**src/rtl/win_banner_render.sv**
```systemverilog
// Win banner: maps the pixel stream onto the banner window, addresses the ROM, composites over background, runs hide/blink/hold FSM.
// Latency 2 cycles de/bg_rgb -> rgb_out/de_out, no backpressure; define BANNER_BORDER_EN for a 1-pixel white window border.
module win_banner_render #(
  parameter int IMG_W        = 20,
  parameter int IMG_H        = 15,
  parameter int X0           = 240,
  parameter int Y0           = 180,
  parameter int SCALE_SH     = 3,
  parameter int BLINK_FRAMES = 30,
  parameter int BLINK_PHASES = 6
) (
  input  logic       clk,
  input  logic       rst,
  input  logic [9:0] hcount,
  input  logic [9:0] vcount,
  input  logic       de,
  input  logic       frame_start,
  input  logic       win_valid,
  input  logic       win_id,
  input  logic       clear,
  input  logic [2:0] bg_rgb,
  output logic [8:0] rom_addr,
  output logic       rom_sel,
  input  logic [2:0] rom_q,
  output logic [2:0] rgb_out,
  output logic       de_out,
  output logic       banner_busy
);

  localparam logic [10:0] X_LO = 11'(X0);
  localparam logic [10:0] X_HI = 11'(X0 + (IMG_W << SCALE_SH) - 1);
  localparam logic [10:0] Y_LO = 11'(Y0);
  localparam logic [10:0] Y_HI = 11'(Y0 + (IMG_H << SCALE_SH) - 1);
  localparam int          FW   = (BLINK_FRAMES > 1) ? $clog2(BLINK_FRAMES) : 1;
  localparam int          PW   = (BLINK_PHASES > 1) ? $clog2(BLINK_PHASES) : 1;
  localparam logic [FW-1:0] FR_LAST = FW'(BLINK_FRAMES - 1);
  localparam logic [PW-1:0] PH_LAST = PW'(BLINK_PHASES - 1);

  typedef enum logic [1:0] {IDLE, BLINK, HOLD} state_t;

  state_t        state_q, state_d;
  logic [FW-1:0] frame_cnt_q, frame_cnt_d;
  logic [PW-1:0] phase_q, phase_d;
  logic          rom_sel_q, rom_sel_d;

  logic [8:0]    rom_addr_q, rom_addr_d;
  logic          in_win_q, in_win_d;
  logic          de_q, de_d;
  logic [2:0]    bg_q, bg_d;
  logic          vis_q, vis_d;
  logic [2:0]    rgb_q, rgb_d;
  logic          de_out_q, de_out_d;
`ifdef BANNER_BORDER_EN
  logic          edge_q, edge_d;
`endif

  logic       visible;
  logic [9:0] h_off, v_off;
  logic [8:0] col, row, addr_full;

  always_comb begin
    state_d     = state_q;
    frame_cnt_d = frame_cnt_q;
    phase_d     = phase_q;
    rom_sel_d   = rom_sel_q;
    if (clear) begin
      state_d     = IDLE;
      frame_cnt_d = '0;
      phase_d     = '0;
    end else begin
      case (state_q)
        IDLE: if (win_valid) begin
          rom_sel_d   = win_id;
          frame_cnt_d = '0;
          phase_d     = '0;
          state_d     = BLINK;
        end
        BLINK: if (frame_start) begin
          if (frame_cnt_q == FR_LAST) begin
            frame_cnt_d = '0;
            if (phase_q == PH_LAST) state_d = HOLD;
            else                    phase_d = phase_q + 1'b1;
          end else begin
            frame_cnt_d = frame_cnt_q + 1'b1;
          end
        end
        HOLD: ;
        default: state_d = IDLE;
      endcase
    end
  end

  // Even phases show the banner, so the first blink phase is visible.
  assign visible = (state_q == HOLD) || (state_q == BLINK && !phase_q[0]);

  always_comb begin
    h_off     = hcount - 10'(X0);
    v_off     = vcount - 10'(Y0);
    col       = 9'(h_off >> SCALE_SH);
    row       = 9'(v_off >> SCALE_SH);
    addr_full = col;
    for (int b = 0; b < 9; b++) begin
      if (((IMG_W >> b) & 1) != 0) addr_full = addr_full + (row << b);
    end
    in_win_d   = de && ({1'b0, hcount} >= X_LO) && ({1'b0, hcount} <= X_HI)
                    && ({1'b0, vcount} >= Y_LO) && ({1'b0, vcount} <= Y_HI);
    rom_addr_d = in_win_d ? addr_full : 9'd0;
    de_d       = de;
    bg_d       = bg_rgb;
    vis_d      = visible;
`ifdef BANNER_BORDER_EN
    edge_d     = in_win_d && (({1'b0, hcount} == X_LO) || ({1'b0, hcount} == X_HI)
                           || ({1'b0, vcount} == Y_LO) || ({1'b0, vcount} == Y_HI));
`endif
  end

  always_comb begin
    rgb_d    = 3'd0;
    de_out_d = de_q;
    if (de_q) begin
      rgb_d = bg_q;
      if (vis_q && in_win_q && rom_q != 3'd0) rgb_d = rom_q;
`ifdef BANNER_BORDER_EN
      if (vis_q && edge_q) rgb_d = 3'd7;
`endif
    end
  end

  always_ff @(posedge clk) begin
    if (rst) begin
      state_q     <= IDLE;
      frame_cnt_q <= '0;
      phase_q     <= '0;
      rom_sel_q   <= 1'b0;
      rom_addr_q  <= '0;
      in_win_q    <= 1'b0;
      de_q        <= 1'b0;
      bg_q        <= '0;
      vis_q       <= 1'b0;
      rgb_q       <= '0;
      de_out_q    <= 1'b0;
`ifdef BANNER_BORDER_EN
      edge_q      <= 1'b0;
`endif
    end else begin
      state_q     <= state_d;
      frame_cnt_q <= frame_cnt_d;
      phase_q     <= phase_d;
      rom_sel_q   <= rom_sel_d;
      rom_addr_q  <= rom_addr_d;
      in_win_q    <= in_win_d;
      de_q        <= de_d;
      bg_q        <= bg_d;
      vis_q       <= vis_d;
      rgb_q       <= rgb_d;
      de_out_q    <= de_out_d;
`ifdef BANNER_BORDER_EN
      edge_q      <= edge_d;
`endif
    end
  end

  assign rom_addr    = rom_addr_q;
  assign rom_sel     = rom_sel_q;
  assign rgb_out     = rgb_q;
  assign de_out      = de_out_q;
  assign banner_busy = (state_q != IDLE);

endmodule

```
**config.mk**
```make
export PLATFORM = sky130hd
export DESIGN_NAME = win_banner_render
export DESIGN_NICKNAME = d
export VERILOG_FILES = /design/src/rtl/win_banner_render.sv
export SDC_FILE = /design/constraint.sdc
export NUM_CORES = 1
export LEC_CHECK = 0
export BUFFER_PORTS_ARGS = -buffer_cell sky130_fd_sc_hd__buf_2
export CORE_ASPECT_RATIO = 2
export CORE_MARGIN = 3
export CORE_UTILIZATION = 40
export DETAILED_ROUTE_END_ITERATION = 8
export PLACE_DENSITY = 0.64
export SLEW_MARGIN = 0
export SYNTH_ARGS = -nofsm -noshare
export SYNTH_HDL_FRONTEND = slang
export SYNTH_SLANG_ARGS = --single-unit
export TNS_END_PERCENT = 10
```
**constraint.sdc**
```tcl
create_clock -name clk -period 5.6 [get_ports clk]
set_input_delay 0.84 -clock clk [delete_from_list [all_inputs] [get_ports clk]]
set_output_delay 0.84 -clock clk [all_outputs]
set_load 0.02 [all_outputs]
```
# ---- After elaboration in Yosys (flattened, before gate mapping)
# Index checks and enable logic that the tools add are counted.
dict set report op_classes {
  bitwise_logic 4
  eq_ne 9
  add_sub_neg 6
  n_div 0
  shift 0
  reduce_logical 20
  n_mul 0
  order_cmp 4
  muxes 15
}
# op n
set op_table {}
lappend op_table {{10-bit by 8-bit greater-or-equal comparator with 1-bit output (second input constant)} 2}
lappend op_table {{10-bit by 9-bit less-or-equal comparator with 1-bit output (second input constant)} 2}
lappend op_table {{10-bit by 8-bit subtractor with 10-bit output (second input constant)} 2}
lappend op_table {{3-bit 2-to-1 mux} 5}
lappend op_table {{5-bit 2-to-1 mux} 3}
lappend op_table {{2-bit != test (second input constant)} 5}
lappend op_table {{5-bit one-hot mux with 2 select lines} 1}
lappend op_table {{5-bit AND reduction} 2}
lappend op_table {{7-bit by 9-bit adder with 9-bit output} 1}
lappend op_table {{9-bit adder} 1}
lappend op_table {{2-bit 2-to-1 mux} 4}
lappend op_table {{1-bit logical AND} 7}
lappend op_table {{2-bit one-hot mux with 3 select lines} 1}
lappend op_table {{3-bit one-hot mux with 2 select lines} 1}
lappend op_table {{3-bit AND reduction} 2}
lappend op_table {{2-bit OR reduction} 3}
lappend op_table {{5-bit by 1-bit adder with 5-bit output (second input constant)} 1}
lappend op_table {{5-bit == test (second input constant)} 1}
lappend op_table {{1-bit inverter} 4}
lappend op_table {{2-bit nonzero test} 2}
lappend op_table {{3-bit by 1-bit adder with 3-bit output (second input constant)} 1}
lappend op_table {{3-bit == test (second input constant)} 1}
lappend op_table {{3-bit nonzero test} 1}
lappend op_table {{2-bit by 1-bit == test with 1-bit output (second input constant)} 1}
lappend op_table {{4 further kinds} 4}
dict set report totals {
  mem_bits_ro 0
  memories 0
  latchBits 0
  out_inout_bits 15
  register_bits 30
  ramBits 0
  elab_cells 69
  input_bits 33
}

# ---- Longest topological paths before layout
# Gate-level depths: netlist (run 1).
dict set report depth {
  depth_word 7
  mapped_depth 13
  depth_no_buf 13
}

# ---- Least setup slack after synthesis (run 1)
# OpenSTA, ideal clock, no wires.
dict set report synth_path {
  path_kind {input to register}
  startpoint {input port vcount[3]}
  endpoint {register rom_addr_q[8], in the netlist rom_addr[8]}
  arrival_ns 3.082
  required_ns 5.485
  setup_time_ns 0.115
  n_path_buf 0
  slack_ns 2.403
  path_stages 11
  cell_sequence {or2_1 -> nand2_1 -> xor2_1 -> fa_1 -> inv_1 -> ha_1 -> a211oi_1 -> o21bai_1 -> a21oi_1 -> xnor3_1 -> and2_1}
}
dict set report synth_via {
  elab_chain_cells 5
  elab_cells_between_ends 9
  cone_classes {add/sub: 3; order compare: 2; bitwise: 1; reduce/logical: 3}
}
# element line_no
set synth_rtl {}
lappend synth_rtl {{start, declared} 15} ;# input logic [9:0] vcount,
lappend synth_rtl {{branches (longest 5 deep; another with 10-bit by 8-bit subtractor with 10-bit output)} -}
lappend synth_rtl {{end signal, assigned} 150} ;# rom_addr_q <= rom_addr_d;
lappend synth_rtl {{end, declared} 46} ;# logic [8:0] rom_addr_q, rom_addr_d;
# Several ways; the timed one is not identified.
# A chain may end at the register's enable or synchronous reset.

# ---- Final worst setup path (run 1)
dict set report layout_path {
  startpoint {input port vcount[2]}
  endpoint {register rom_addr_q[8], in the netlist rom_addr[8]}
}
# Same word-level chain as after synthesis.

==> results of run 1 <==
## synth_stat cells, types with 2 or more instances
library cell,number
a211oi_1,3
a21o_1,2
a21oi_1,5
a21oi_2,2
a22oi_1,3
a31oi_1,2
and2_1,10
dfxtp_1,30
fa_1,4
ha_1,18
inv_1,18
mux2i_1,3
nand2_1,9
nand2b_1,4
nand3_1,4
nand4_1,2
nor2_1,18
nor2b_1,5
nor3_1,3
nor3b_1,2
o21ai_0,5
xnor2_1,8
xor2_1,10
## cell type report
| type | count | area, µm² | share of cell area |
|---|---|---|---|
| clock buffer | 5 | 68.8 | 0.0317 |
| clock inverter | 3 | 45.0 | 0.0207 |
| timing repair buffer | 44 | 220 | 0.101 |
| sequential | 30 | 601 | 0.276 |
| multi-input combinational | 141 | 1100 | 0.509 |
| tap | 52 | 65.1 | 0.0300 |
| inverter | 18 | 67.6 | 0.0311 |
## metrics by stage
step                instance area, µm²  hold slack, ps  cells  power [mW]
global route                      2170             520    293       0.611
global placement                  2060             454    285       0.361
CTS                               2170             487    293       0.584
finish                            2170             483    293       0.576
detailed placement                2060             466    285       0.364
floorplan                         1790             443    191       0.326
## per-layer routing
metal  up-vias  part of all wire  GRT usage
met5         -                 0          0
li1        745                 -          -
met1       678              0.35      0.141
met4         0             0.026     0.0768
met2        40              0.57      0.281
met3         6             0.053     0.0267
## state kept, by name, summed over array words and instances (netlist names)
signal,count
phase_q,3
rgb_out,3
de_out,1
rom_sel,1
state_q,2
rom_addr,9
bg_q,3
frame_cnt_q,5
in_win_q,1
vis_q,1
de_out_d,1
## power groups by stage
stage / clock, mW / sequential [mW] / combinational, mW
after floorplan: 0 / 0.227 / 0.0995
after global placement: 0 / 0.225 / 0.136
after detailed placement: 0 / 0.225 / 0.139
after CTS: 0.224 / 0.221 / 0.140
after global routing: 0.232 / 0.221 / 0.158
final: 0.219 / 0.221 / 0.137
## logic make-up (layout without fill, tap and decap cells)
family | count (synthesis) | count (layout)
simple gates | 64 | 64
compound gates | 33 | 33
flops | 30 | 30
fa+ha+maj | 22 | 22
buf+inv | 20 | 70
xor+xnor | 19 | 19
mux | 3 | 3
## worst min path at each step
stage | start | end | slack (ps)
floorplan | bg_q[0]$_SDFF_PP0_ | rgb_out[0]$_SDFF_PP0_ | 440
global placement | bg_q[0]$_SDFF_PP0_ | rgb_out[0]$_SDFF_PP0_ | 450
detailed placement | bg_q[2]$_SDFF_PP0_ | rgb_out[2]$_SDFF_PP0_ | 470
CTS | bg_q[0]$_SDFF_PP0_ | rgb_out[0]$_SDFF_PP0_ | 490
global route | bg_q[1]$_SDFF_PP0_ | rgb_out[1]$_SDFF_PP0_ | 520
finish | bg_q[0]$_SDFF_PP0_ | rgb_out[0]$_SDFF_PP0_ | 480
## worst reg2reg max path, stage by stage, from the launching register on
cell and delay, ps:
dfxtp_1 360, inv_1 50, ha_1 170, and2_1 170
o21ai_2 170, nand2_2 90, or3_1 330, a211oi_2 210
==> results.cfg, run 1 <==
[detailed_routing]
viasPerCell = 5.01
first_iter_violations = 14
vias = 1469
drtAntennaViolNets = 0
drc = 0
firstDrtPassIters = 4
wl_per_cell_um = 11.9
totalWireLength_um = 3480

[final_layout]
nets = 295
final_common_cell = buf_2
syn2layout_area_growth_pct = 21.4
fillers = 431
final_cell_mix = 44 x buf_2, 30 x dfxtp_1, 18 x inv_1, 18 x nor2_1, 18 x ha_1
antennaDiodeCount = 0
post-route-util = 0.516
drive_gt1_frac = 0.257

[global_route]
antenna_found_initial = 0
overflow = 0
grt_use_total = 0.149
grt_max_degree = 14
grt_pass1_vias = 1426
grt_pass1_wl_um = 5880

[setup_path]
cp.arrival_ps = 3410
crit_type = in -> reg
cp_slowest_stage_delay_ps = 480
slowest_stage = fa_1
crit_fanout = 4
startpoint_type = primary input
reg2reg_slack_ps = 3960
r2r_start = phase_q[1]$_SDFFE_PP0P_
reg2reg_depth = 7
worst_r2r_endpoint = phase_q[1]$_SDFFE_PP0P_
critPathBufInv = 4
crit_family = adder cells
worstSetupStartpoint = vcount[2]
required_ps = 5780
path_depth = 14
cp_cell_sequence = buf_2 -> inv_1 -> ha_1 -> nor2_1 -> xnor2_1 -> inv_1 -> fa_1 -> inv_1 -> ha_1 -> o21ai_0 -> o21bai_1 -> a21oi_1 -> xnor3_1 -> and2_1
crit_top_cell = inv_1
end_kind = flip-flop
crit_end = rom_addr[8]$_SDFF_PP0_

[logic_synthesis]
synth_top_family_by_area = simple AND/OR/NAND/NOR gates
synth_area_leader_cell = dfxtp_1
yosysTopAreaCellShare = 0.336
synth_fa_ha_area_frac = 0.171
syn_inst = 191
syn_avg_cell_area_um2 = 9.37
synthSimpleGateAreaFrac = 0.189
yosys_warnings = 0
ys_seq_elements = 30
synth.mux.area_fraction = 0.0168
synth_area_leaders = dfxtp_1 34%, ha_1 13%, xor2_1 4.9%, fa_1 4.5%, xnor2_1 3.9%
seq_area_frac_synth = 0.336
synth_xor_area_frac = 0.101
ys_types = 44
synth_compound_area_frac = 0.141
netlist_area_um2 = 1790
synthesis.nets = 246
synth_ff_type = dfxtp_1
synth_edf_count = 0
async_flop_share = 0

[floorplanning]
start_util = 0.425
fp.dieArea_um2 = 5360
chipWidth_um = 53.3
io_pins = 48
die_y_um = 101
core_area_um2 = 4210
rows = 33

[power_and_ir_drop]
swShare = 0.281
p_leak_nw = 1.04
p_comb_frac = 0.238
clkPwrFrac = 0.380
seqPwrFrac = 0.383
switchingPower_uw = 162
ir_worst_vdd_uv = 145
p_int_uw = 415
power_density_nw_per_um2 = 265

[clock_network]
cts_max_level = 2
clk_pin_slew_ps = 70
clockRootBuffer = clkbuf_8
hold_buffers = 0
clockBufferDepth = 2
cts_buffers = 5
clk_latency_ps = 290
cts.sinks = 30
cts_tree = done
postCtsSetupBuffers = 0
cts_resized = 0

[sta]
slew_violations = 0
fin_ws_ps = 2370
period_share = 0.576
min_period_ps = 3230
max_slew_margin = 0.778
rsz0062_at_grt = no
finalSetupViolCount = 0
skew_ps = 11.0
fin_tns_setup_ps = 0
worst_pin_slew_ps = 333
fmax_mhz = 310
hold_viol = 0

[run_status]
status = finished clean

[placed_design]
post-place-ws_ps = 2060
dp_hpwl_um = 2910
gp_congestion = 0.757
place.port_buffers = 44

[min_path]
hold_path.class = reg -> reg
min_path_cells = 2

[run]
cap_violations = 0
Power figures use the tool's default switching activity.
==> inputs of run 2 (changes only) <==
--- a/config.mk
+++ b/config.mk
@@ -10,7 +10,7 @@
 export CORE_MARGIN = 3
 export CORE_UTILIZATION = 40
 export DETAILED_ROUTE_END_ITERATION = 8
-export PLACE_DENSITY = 0.64
+export PLACE_DENSITY = 0.67
 export SLEW_MARGIN = 0
 export SYNTH_ARGS = -nofsm -noshare
 export SYNTH_HDL_FRONTEND = slang
==> constraint.sdc (replaced) <==
create_clock -name clk -period 2.8 [get_ports clk]
set_input_delay 0.42 -clock clk [delete_from_list [all_inputs] [get_ports clk]]
set_output_delay 0.42 -clock clk [all_outputs]
set_load 0.02 [all_outputs]
==> results.cfg, run 2 (same netlist as run 1, synthesis figures left out) <==
[detailed_routing]
vias = 1530
drtAntennaViolNets = 0
totalWireLength_um = 3490
viasPerCell = 4.83
wl_per_cell_um = 11.0
firstDrtPassIters = 4
drc = 0
first_iter_violations = 10

[sta]
skew_ps = 4.74
fin_tns_setup_ps = 0
max_slew_margin = 0.766
hold_viol = 0
finalSetupViolCount = 0
min_period_ps = 2630
slew_violations = 0
period_share = 0.939
worst_pin_slew_ps = 351
fmax_mhz = 380

[setup_path]
crit_type = in -> reg
r2r_start = frame_cnt_q[0]$_SDFFE_PP0P_
end_kind = flip-flop
cp.arrival_ps = 2790
reg2reg_depth = 6
required_ps = 2960
worst_r2r_endpoint = phase_q[1]$_SDFFE_PP0P_
reg2reg_slack_ps = 1160
crit_fanout = 3
startpoint_type = primary input

[final_layout]
final_common_cell = buf_2
fillers = 415
design_area_um2 = 2340
nets = 319
final_cell_mix = 44 x buf_2, 30 x dfxtp_1, 24 x buf_4
drive_gt1_frac = 0.332
largest_reg_flops = 9
multi_input_area_um2 = 1120
antennaDiodeCount = 0
seq_area_um2 = 601
syn2layout_area_growth_pct = 30.8

[clock_network]
cts_tree = done
clockBufferDepth = 2
cts.sinks = 30
postCtsSetupBuffers = 0
clk_pin_slew_ps = 60
cts_buffers = 5
clk_latency_ps = 270
clockRootBuffer = clkbuf_8
cts_max_level = 2

[power_and_ir_drop]
p_leak_nw = 1.16
total_power_mw = 1.14
ir_worst_vdd_uv = 329
power_density_nw_per_um2 = 486

[run_status]
status = finished clean

[placed_design]
place.port_buffers = 44
place_area_um2 = 2240
dp_hpwl_um = 2950
gp_congestion = 0.763

[floorplanning]
die_y_um = 101
chipWidth_um = 53.3
rows = 33
start_util = 0.425
io_pins = 48
core_area_um2 = 4210
fp.dieArea_um2 = 5360

[global_route]
grt_busiest_layer = met2
antenna_found_initial = 0
overflow = 0
grt_use_met2 = 0.281
grt_max_degree = 14
grt_pass1_wl_um = 5990
grt_pass1_vias = 1526
grt_use_met3 = 0.0296
grt_use_total = 0.147
grtUsageMet1 = 0.138

[min_path]
min_to = rom_addr[0]$_SDFF_PP0_
hold_start = hcount[3]
hold_path.class = in -> reg
min_path_cells = 2

[run]
cap_violations = 0
## run 2: how the worst max path moves through the flow
stage | from | endpoint | cells after the start
floorplan | vcount[3] | rom_addr[8]$_SDFF_PP0_ | 11
global placement | vcount[2] | rom_addr[8]$_SDFF_PP0_ | 14
detailed placement | vcount[2] | rom_addr[8]$_SDFF_PP0_ | 14
CTS | vcount[2] | rom_addr[8]$_SDFF_PP0_ | 14
global route | vcount[2] | rom_addr[8]$_SDFF_PP0_ | 14
finish | vcount[2] | rom_addr[8]$_SDFF_PP0_ | 14
## run 2: critical path: stages
cell and delay, ps:
buf_2 100, inv_1 50, ha_1 240, nor2_2 140, xnor2_1 150, inv_1 80, fa_1 480, inv_1 40
ha_1 230, a211oi_2 200, o21bai_1 110, a21oi_1 170, xnor3_1 220, and2_1 160
## run 2: layer usage
metal / vias up / share of wire
met3: 7 / 0.048
li1: 793 / -
met2: 41 / 0.55
met4: 0 / 0.025
met5: - / 0
met1: 689 / 0.38
## run 2: repair_timing
item	CTS	global route
hold endpoints to repair	0	0
gates resized for setup	0	4
endpoints found under the setup margin	0	1
hold buffers	0	0
## run 2: report_power, final
part	switching (mW)	leakage, nW	internal, mW
Sequential	0.00502	0.244	0.436
Combinational	0.163	0.864	0.193
Clock	0.144	0.0482	0.198
## run 2: cell type report
cell class,instances,area share
Multi-Input combinational cell,141,0.477
Clock inverter,1,0.00214
Tap cell,52,0.0278
Clock buffer,7,0.0369
Inverter,18,0.0289
Sequential cell,30,0.257
Timing Repair Buffer,68,0.171
## run 2: through the flow
step	hold WS (ps)	util	setup slack [ps]	instances
4_1_cts	345	0.553	66.8	317
3_3_place_gp	457	0.531	-167	309
6_report	353	0.556	171	317
5_1_grt	355	0.556	-16.0	317
2_1_floorplan	443	-	22.7	191
3_5_place_dp	458	0.531	-225	309
